$ cat config.mk
export PLATFORM = sky130hd
export DESIGN_NAME = mux_bist_ctrl
export DESIGN_NICKNAME = d
export VERILOG_FILES = /design/src/rtl/mux_bist_ctrl.sv
export SDC_FILE = /design/constraint.sdc
export NUM_CORES = 1
export LEC_CHECK = 0
export CAP_MARGIN = 20
export CORE_MARGIN = 1.5
export CORE_UTILIZATION = 35
export CTS_CLUSTER_DIAMETER = 200
export CTS_CLUSTER_SIZE = 25
export DETAILED_ROUTE_END_ITERATION = 6
export DONT_BUFFER_PORTS = 1
export PLACE_DENSITY_LB_ADDON = 0.12
export SLEW_MARGIN = 0
export SYNTH_ARGS = -nofsm -noshare
export SYNTH_HDL_FRONTEND = slang
export SYNTH_SLANG_ARGS = --single-unit
$ cat constraint.sdc
create_clock -name clk -period 2.2 [get_ports clk]
set_input_delay 0.33 -clock clk [delete_from_list [all_inputs] [get_ports clk]]
set_output_delay 0.33 -clock clk [all_outputs]
set_load 0.02 [all_outputs]
$ cat src/rtl/mux_bist_ctrl.sv
// mux_bist_ctrl: built-in self-test engine for a WIDTH-bit 2:1 select datapath.
// An LFSR produces A/B/sel vectors, which are driven out and held for one cycle.
// The returned Y is then compared against the registered expected value.
// Mismatches are counted, saturating at 255, and the first failing vector index is recorded.
module mux_bist_ctrl #(
    parameter int          WIDTH       = 4,
    parameter int          NUM_VECTORS = 16,
    parameter logic [15:0] LFSR_SEED   = 16'hACE1
) (
    input  logic             clk,
    input  logic             rst_n,
    input  logic             start,
    input  logic [WIDTH-1:0] y_in,
    output logic [WIDTH-1:0] a_out,
    output logic [WIDTH-1:0] b_out,
    output logic             sel_out,
    output logic             busy,
    output logic             done,
    output logic             pass,
    output logic [7:0]       err_count,
    output logic [7:0]       fail_idx
);

    typedef enum logic [1:0] {
        S_IDLE,
        S_DRIVE,
        S_CHECK,
        S_DONE
    } state_t;

    localparam logic [7:0]  LAST_IDX = 8'(NUM_VECTORS - 1);
    localparam logic [15:0] LFSR_TAP = 16'hB400;

    state_t           r_state;
    state_t           w_next_state;
    logic             w_start_run;
    logic [15:0]      r_lfsr;
    logic [15:0]      w_lfsr_next;
    logic [WIDTH-1:0] r_exp;
    logic [7:0]       r_vec_idx;
    logic [WIDTH-1:0] w_lfsr_a;
    logic [WIDTH-1:0] w_lfsr_b;
    logic             w_lfsr_sel;
    logic             w_mismatch;

    assign w_lfsr_a    = r_lfsr[WIDTH-1:0];
    assign w_lfsr_b    = r_lfsr[2*WIDTH-1:WIDTH];
    assign w_lfsr_sel  = r_lfsr[2*WIDTH];
    assign w_lfsr_next = (r_lfsr >> 1) ^ (r_lfsr[0] ? LFSR_TAP : 16'h0000);
    assign w_mismatch  = (y_in != r_exp);

    // State register; reset aborts any run in progress.
    always_ff @(posedge clk or negedge rst_n) begin
        if (!rst_n) begin
            r_state <= S_IDLE;
        end else begin
            r_state <= w_next_state;
        end
    end

    // Next-state logic; start is only honoured in IDLE or DONE, never mid-run.
    always_comb begin
        w_next_state = r_state;
        w_start_run  = 1'b0;
        case (r_state)
            S_IDLE: begin
                if (start) begin
                    w_next_state = S_DRIVE;
                    w_start_run  = 1'b1;
                end
            end
            S_DRIVE: begin
                w_next_state = S_CHECK;
            end
            S_CHECK: begin
                if (r_vec_idx == LAST_IDX) begin
                    w_next_state = S_DONE;
                end else begin
                    w_next_state = S_DRIVE;
                end
            end
            S_DONE: begin
                if (start) begin
                    w_next_state = S_DRIVE;
                    w_start_run  = 1'b1;
                end
            end
            default: begin
                w_next_state = S_IDLE;
            end
        endcase
    end

    // Vector generation, response checking and result registers.
    always_ff @(posedge clk or negedge rst_n) begin
        if (!rst_n) begin
            r_lfsr    <= LFSR_SEED;
            r_exp     <= '0;
            r_vec_idx <= 8'h00;
            a_out     <= '0;
            b_out     <= '0;
            sel_out   <= 1'b0;
            busy      <= 1'b0;
            done      <= 1'b0;
            pass      <= 1'b0;
            err_count <= 8'h00;
            fail_idx  <= 8'hFF;
        end else if (w_start_run) begin
            r_lfsr    <= LFSR_SEED;
            r_vec_idx <= 8'h00;
            busy      <= 1'b1;
            done      <= 1'b0;
            pass      <= 1'b0;
            err_count <= 8'h00;
            fail_idx  <= 8'hFF;
        end else begin
            case (r_state)
                S_DRIVE: begin
                    a_out   <= w_lfsr_a;
                    b_out   <= w_lfsr_b;
                    sel_out <= w_lfsr_sel;
                    r_exp   <= w_lfsr_sel ? w_lfsr_b : w_lfsr_a;
                    r_lfsr  <= w_lfsr_next;
                end
                S_CHECK: begin
                    // y_in has had a full cycle to settle since the stimulus changed.
                    if (w_mismatch) begin
                        if (err_count != 8'hFF) begin
                            err_count <= err_count + 8'h01;
                        end
                        if (fail_idx == 8'hFF) begin
                            fail_idx <= r_vec_idx;
                        end
                    end
                    if (r_vec_idx != LAST_IDX) begin
                        r_vec_idx <= r_vec_idx + 8'h01;
                    end
                end
                S_DONE: begin
                    // err_count is already final here, so pass sees the last vector's result.
                    busy <= 1'b0;
                    done <= 1'b1;
                    pass <= (err_count == 8'h00);
                end
                default: begin
                end
            endcase
        end
    end

endmodule

==> insert_results.sql <==
INSERT INTO impl_metrics (metric_group, metric, value, unit) VALUES
('logic_synthesis', 'syn-cell-area', '2780', 'um^2'),
('routing', 'num_vias', '1888', ''),
('critical_path', 'timing.critical_path.to_type', 'register', ''),
('clock_network', 'postCtsResizedCells', '0', ''),
('worst_hold_path', 'timing.hold.worst.class', 'input port to register', ''),
('logic_synthesis', 'yosys_warnings', '0', ''),
('logic_synthesis', 'synth.largest_area_cell', 'dfrtp_1', ''),
('layout', 'layout_commonest_cell', 'dfrtp_1', ''),
('clock_network', 'cts-buffers-inserted', '9', ''),
('critical_path', 'critical_path.startpoint', 'r_state[0]$_DFFE_PN0P_', ''),
('sta', 'clock_skews', '0.00672', 'ns'),
('floorplanning', 'design.portCount', '35', ''),
('layout', 'diode_count', '0', ''),
('critical_path', 'worstPathArrival', '2.05', 'ns'),
('clock_network', 'worst_skew_pair_latency', '0.34', 'ns'),
('routing', 'wire_per_inst', '15.8', 'um'),
('logic_synthesis', 'synth-edff-count', '0', ''),
('logic_synthesis', 'synth.ff_latch_count', '58', ''),
('layout', 'layout.filler_cells', '749', ''),
('sta', 'min_period_over_period', '81.6', '%'),
('logic_synthesis', 'synth.yosys.seq_area_share', '53.0', '%'),
('clock_network', 'h-tree-depth', '3', ''),
('place', 'io_buffers', '0', ''),
('layout', 'net_count_of_the_finished_layout', '274', ''),
('grt', 'grt_pass1_vias', '1984', ''),
('clock_network', 'root_cell_of_the_clock_tree', 'clkbuf_8', ''),
('critical_path', 'rr_startpoint', 'r_state[0]$_DFFE_PN0P_', ''),
('critical_path', 'crit_type', 'register to register', ''),
('logic_synthesis', 'synth-xor-area-share', '4.55', '%'),
('logic_synthesis', 'main_combinational_cell_family_by_area_after_synthesis', 'simple AND/OR/NAND/NOR gates', ''),
('layout', 'most_frequent_cells_in_the_layout', '42 x dfrtp_1, 24 x nand2_1, 21 x nor2_1', ''),
('routing', 'drt_wl_total', '5.80', 'mm'),
('logic_synthesis', 'post-synth-top-area-fraction', '37.9', '%'),
('logic_synthesis', 'synth-compound-area-share', '11.6', '%'),
('critical_path', 'critPathRequiredTime', '2.46', 'ns'),
('sta', 'setup_violations_final', '0', ''),
('worst_hold_path', 'hold_path.startpoint', 'start', ''),
('floorplanning', 'die_extent_in_y', '92.0', 'um'),
('sta', 'tns', '0', 'ns'),
('clock_network', 'cts_tree', 'built', ''),
('floorplanning', 'core.rowCount', '32', ''),
('power', 'power.leakage', '1.34', 'nW'),
('critical_path', 'r2r_slack', '0.40', 'ns'),
('grt', 'grt-ovfl-total', '0', ''),
('place', 'dpl_cell_area', '2920', 'um^2'),
('place', 'finalWeightedCongestion', '0.766', ''),
('logic_synthesis', 'synth.net_count', '266', ''),
('floorplanning', 'die_w', '92.0', 'um'),
('outcome', 'status', 'completed', ''),
('clock_network', 'clkSinkCount', '58', ''),
('logic_synthesis', 'number_of_instances_in_the_synthesized_netlist', '252', ''),
('place', 'detailedPlacementHpwl', '3.84', 'mm'),
('floorplanning', 'placeableCoreArea', '7690', 'um^2'),
('floorplanning', 'initial_standard_cell_utilization_of_the_core', '36.1', '%'),
('grt', 'global_route_wire_length_before_repair', '10.2', 'mm'),
('logic_synthesis', 'ys_top_cells_by_area', 'dfrtp_1 38%, dfstp_2 15%, mux2i_1 6.5%', ''),
('sta', 'finalCriticalPeriod', '1.80', 'ns'),
('logic_synthesis', 'yosys-mux-area-fraction', '10.1', '%'),
('logic_synthesis', 'adder_and_majority_gate_portion_of_the_synthesized_area', '3.16', '%'),
('logic_synthesis', 'synth.avg_cell_area', '11.0', 'um^2'),
('layout', 'proportion_of_layout_cells_with_a_drive_suffix_above_1', '22.6', '%'),
('layout', 'area_growth_syn_to_layout', '14.2', '%'),
('clock_network', 'clkTransAtPathRegs', '0.07', 'ns'),
('layout', 'design_area', '3170', 'um^2'),
('routing', 'final_antenna_net_count', '0', ''),
('floorplanning', 'die_outline_area', '8470', 'um^2'),
('power', 'power_density', '1510', 'nW/um^2'),
('grt', 'grt.total_usage', '15.8', '%'),
('flow_run', 'cap_viol_max_count', '0', ''),
('routing', 'route.detailed.vias_per_inst', '5.14', ''),
('critical_path', 'crit_path_start_kind', 'register', '');
==> metal layers <==
metal	share of wire, %	wire [um]	global-route usage, %
met1	45	2630	19.8
met2	48	2770	24.8
met3	5.1	294	5.22
met4	1.9	110	6.92
met5	0	0	0
==> metrics by stage <==
| stage | utilization [%] | hold slack (ns) | worst slack, ns | total power, mW | std cells |
|---|---|---|---|---|---|
| 3_5_place_dp | 38.0 | 0.0369 | 0.419 | 3.79 | 349 |
| 2_1_floorplan | - | 0.0344 | 0.342 | 3.34 | 252 |
| 4_1_cts | 41.2 | 0.214 | 0.412 | 4.87 | 367 |
| 6_report | 41.2 | 0.221 | 0.404 | 4.78 | 367 |
| 5_1_grt | 41.2 | 0.249 | 0.245 | 5.18 | 367 |
| 3_3_place_gp | 38.0 | 0.0371 | 0.459 | 3.77 | 349 |
==> cell families after synthesis <==
group,after synthesis
and+or+nand+nor,79
DFF,58
AOI/OAI and AO/OA,47
muxes,27
buffers and inverters,23
xor gates and xnor gates,11
adders and majority gates,7
==> flip-flops by register name, indices dropped and copies added, names as in the netlist, 2 cells and up <==
| name | flops |
|---|---|
| b_out | 4 |
| fail_idx | 8 |
| r_vec_idx | 8 |
| err_count | 8 |
| a_out | 4 |
| r_state | 2 |
| r_lfsr | 16 |
| r_exp | 4 |
==> Yosys cell counts, types with 8 or more instances <==
| master | count |
|---|---|
| a21oi_1 | 15 |
| clkbuf_1 | 10 |
| dfrtp_1 | 42 |
| dfstp_2 | 16 |
| inv_1 | 8 |
| mux2_2 | 9 |
| mux2i_1 | 18 |
| nand2_1 | 24 |
| nand3_1 | 8 |
| nor2_1 | 21 |
| o21ai_0 | 10 |
| o31ai_1 | 11 |
==> repair_timing <==
item,in CTS,in global routing
hold buffers,2,0
endpoints found under the setup margin,0,0
hold endpoints to repair,58,0
==> worst paths after layout <==
check	depth (start not counted)	end
worst max-delay path	7	err_count[5]$_DFFE_PN0P_
worst min-delay path	4	r_state[1]$_DFFE_PN0P_
worst max register to register	7	err_count[5]$_DFFE_PN0P_
worst min register to register	2	r_lfsr[11]$_DFFE_PN1P_
max in group asynchronous	2	r_lfsr[6]$_DFFE_PN1P_
min in group asynchronous	2	r_vec_idx[0]$_DFFE_PN0P_
==> worst max-delay path, stage by stage, from the launching register on <==
cell and delay [ns]:
dfrtp_1 0.42, inv_1 0.08, ha_1 0.20, buf_4 0.19, nand3_1 0.10, a311o_1 0.29, or3_1 0.31, a21oi_1 0.14
==> cell type report <==
class	count	area, um^2	share of cell area (%)
multi-input cells	171	1210	38.1
clock inverters	2	35.0	1.11
well taps	102	128	4.03
flip-flops and latches	58	1470	46.4
clock buffers	14	173	5.45
repair buffers	12	125	3.95
inverters	8	30.0	0.948
==> report_power, final <==
group | internal, mW | switching, mW
sequential | 1.56 | 0.568
clock | 0.615 | 0.409
combinational | 0.725 | 0.906
total | 2.90 | 1.88
(Power assumes the default switching activity.)
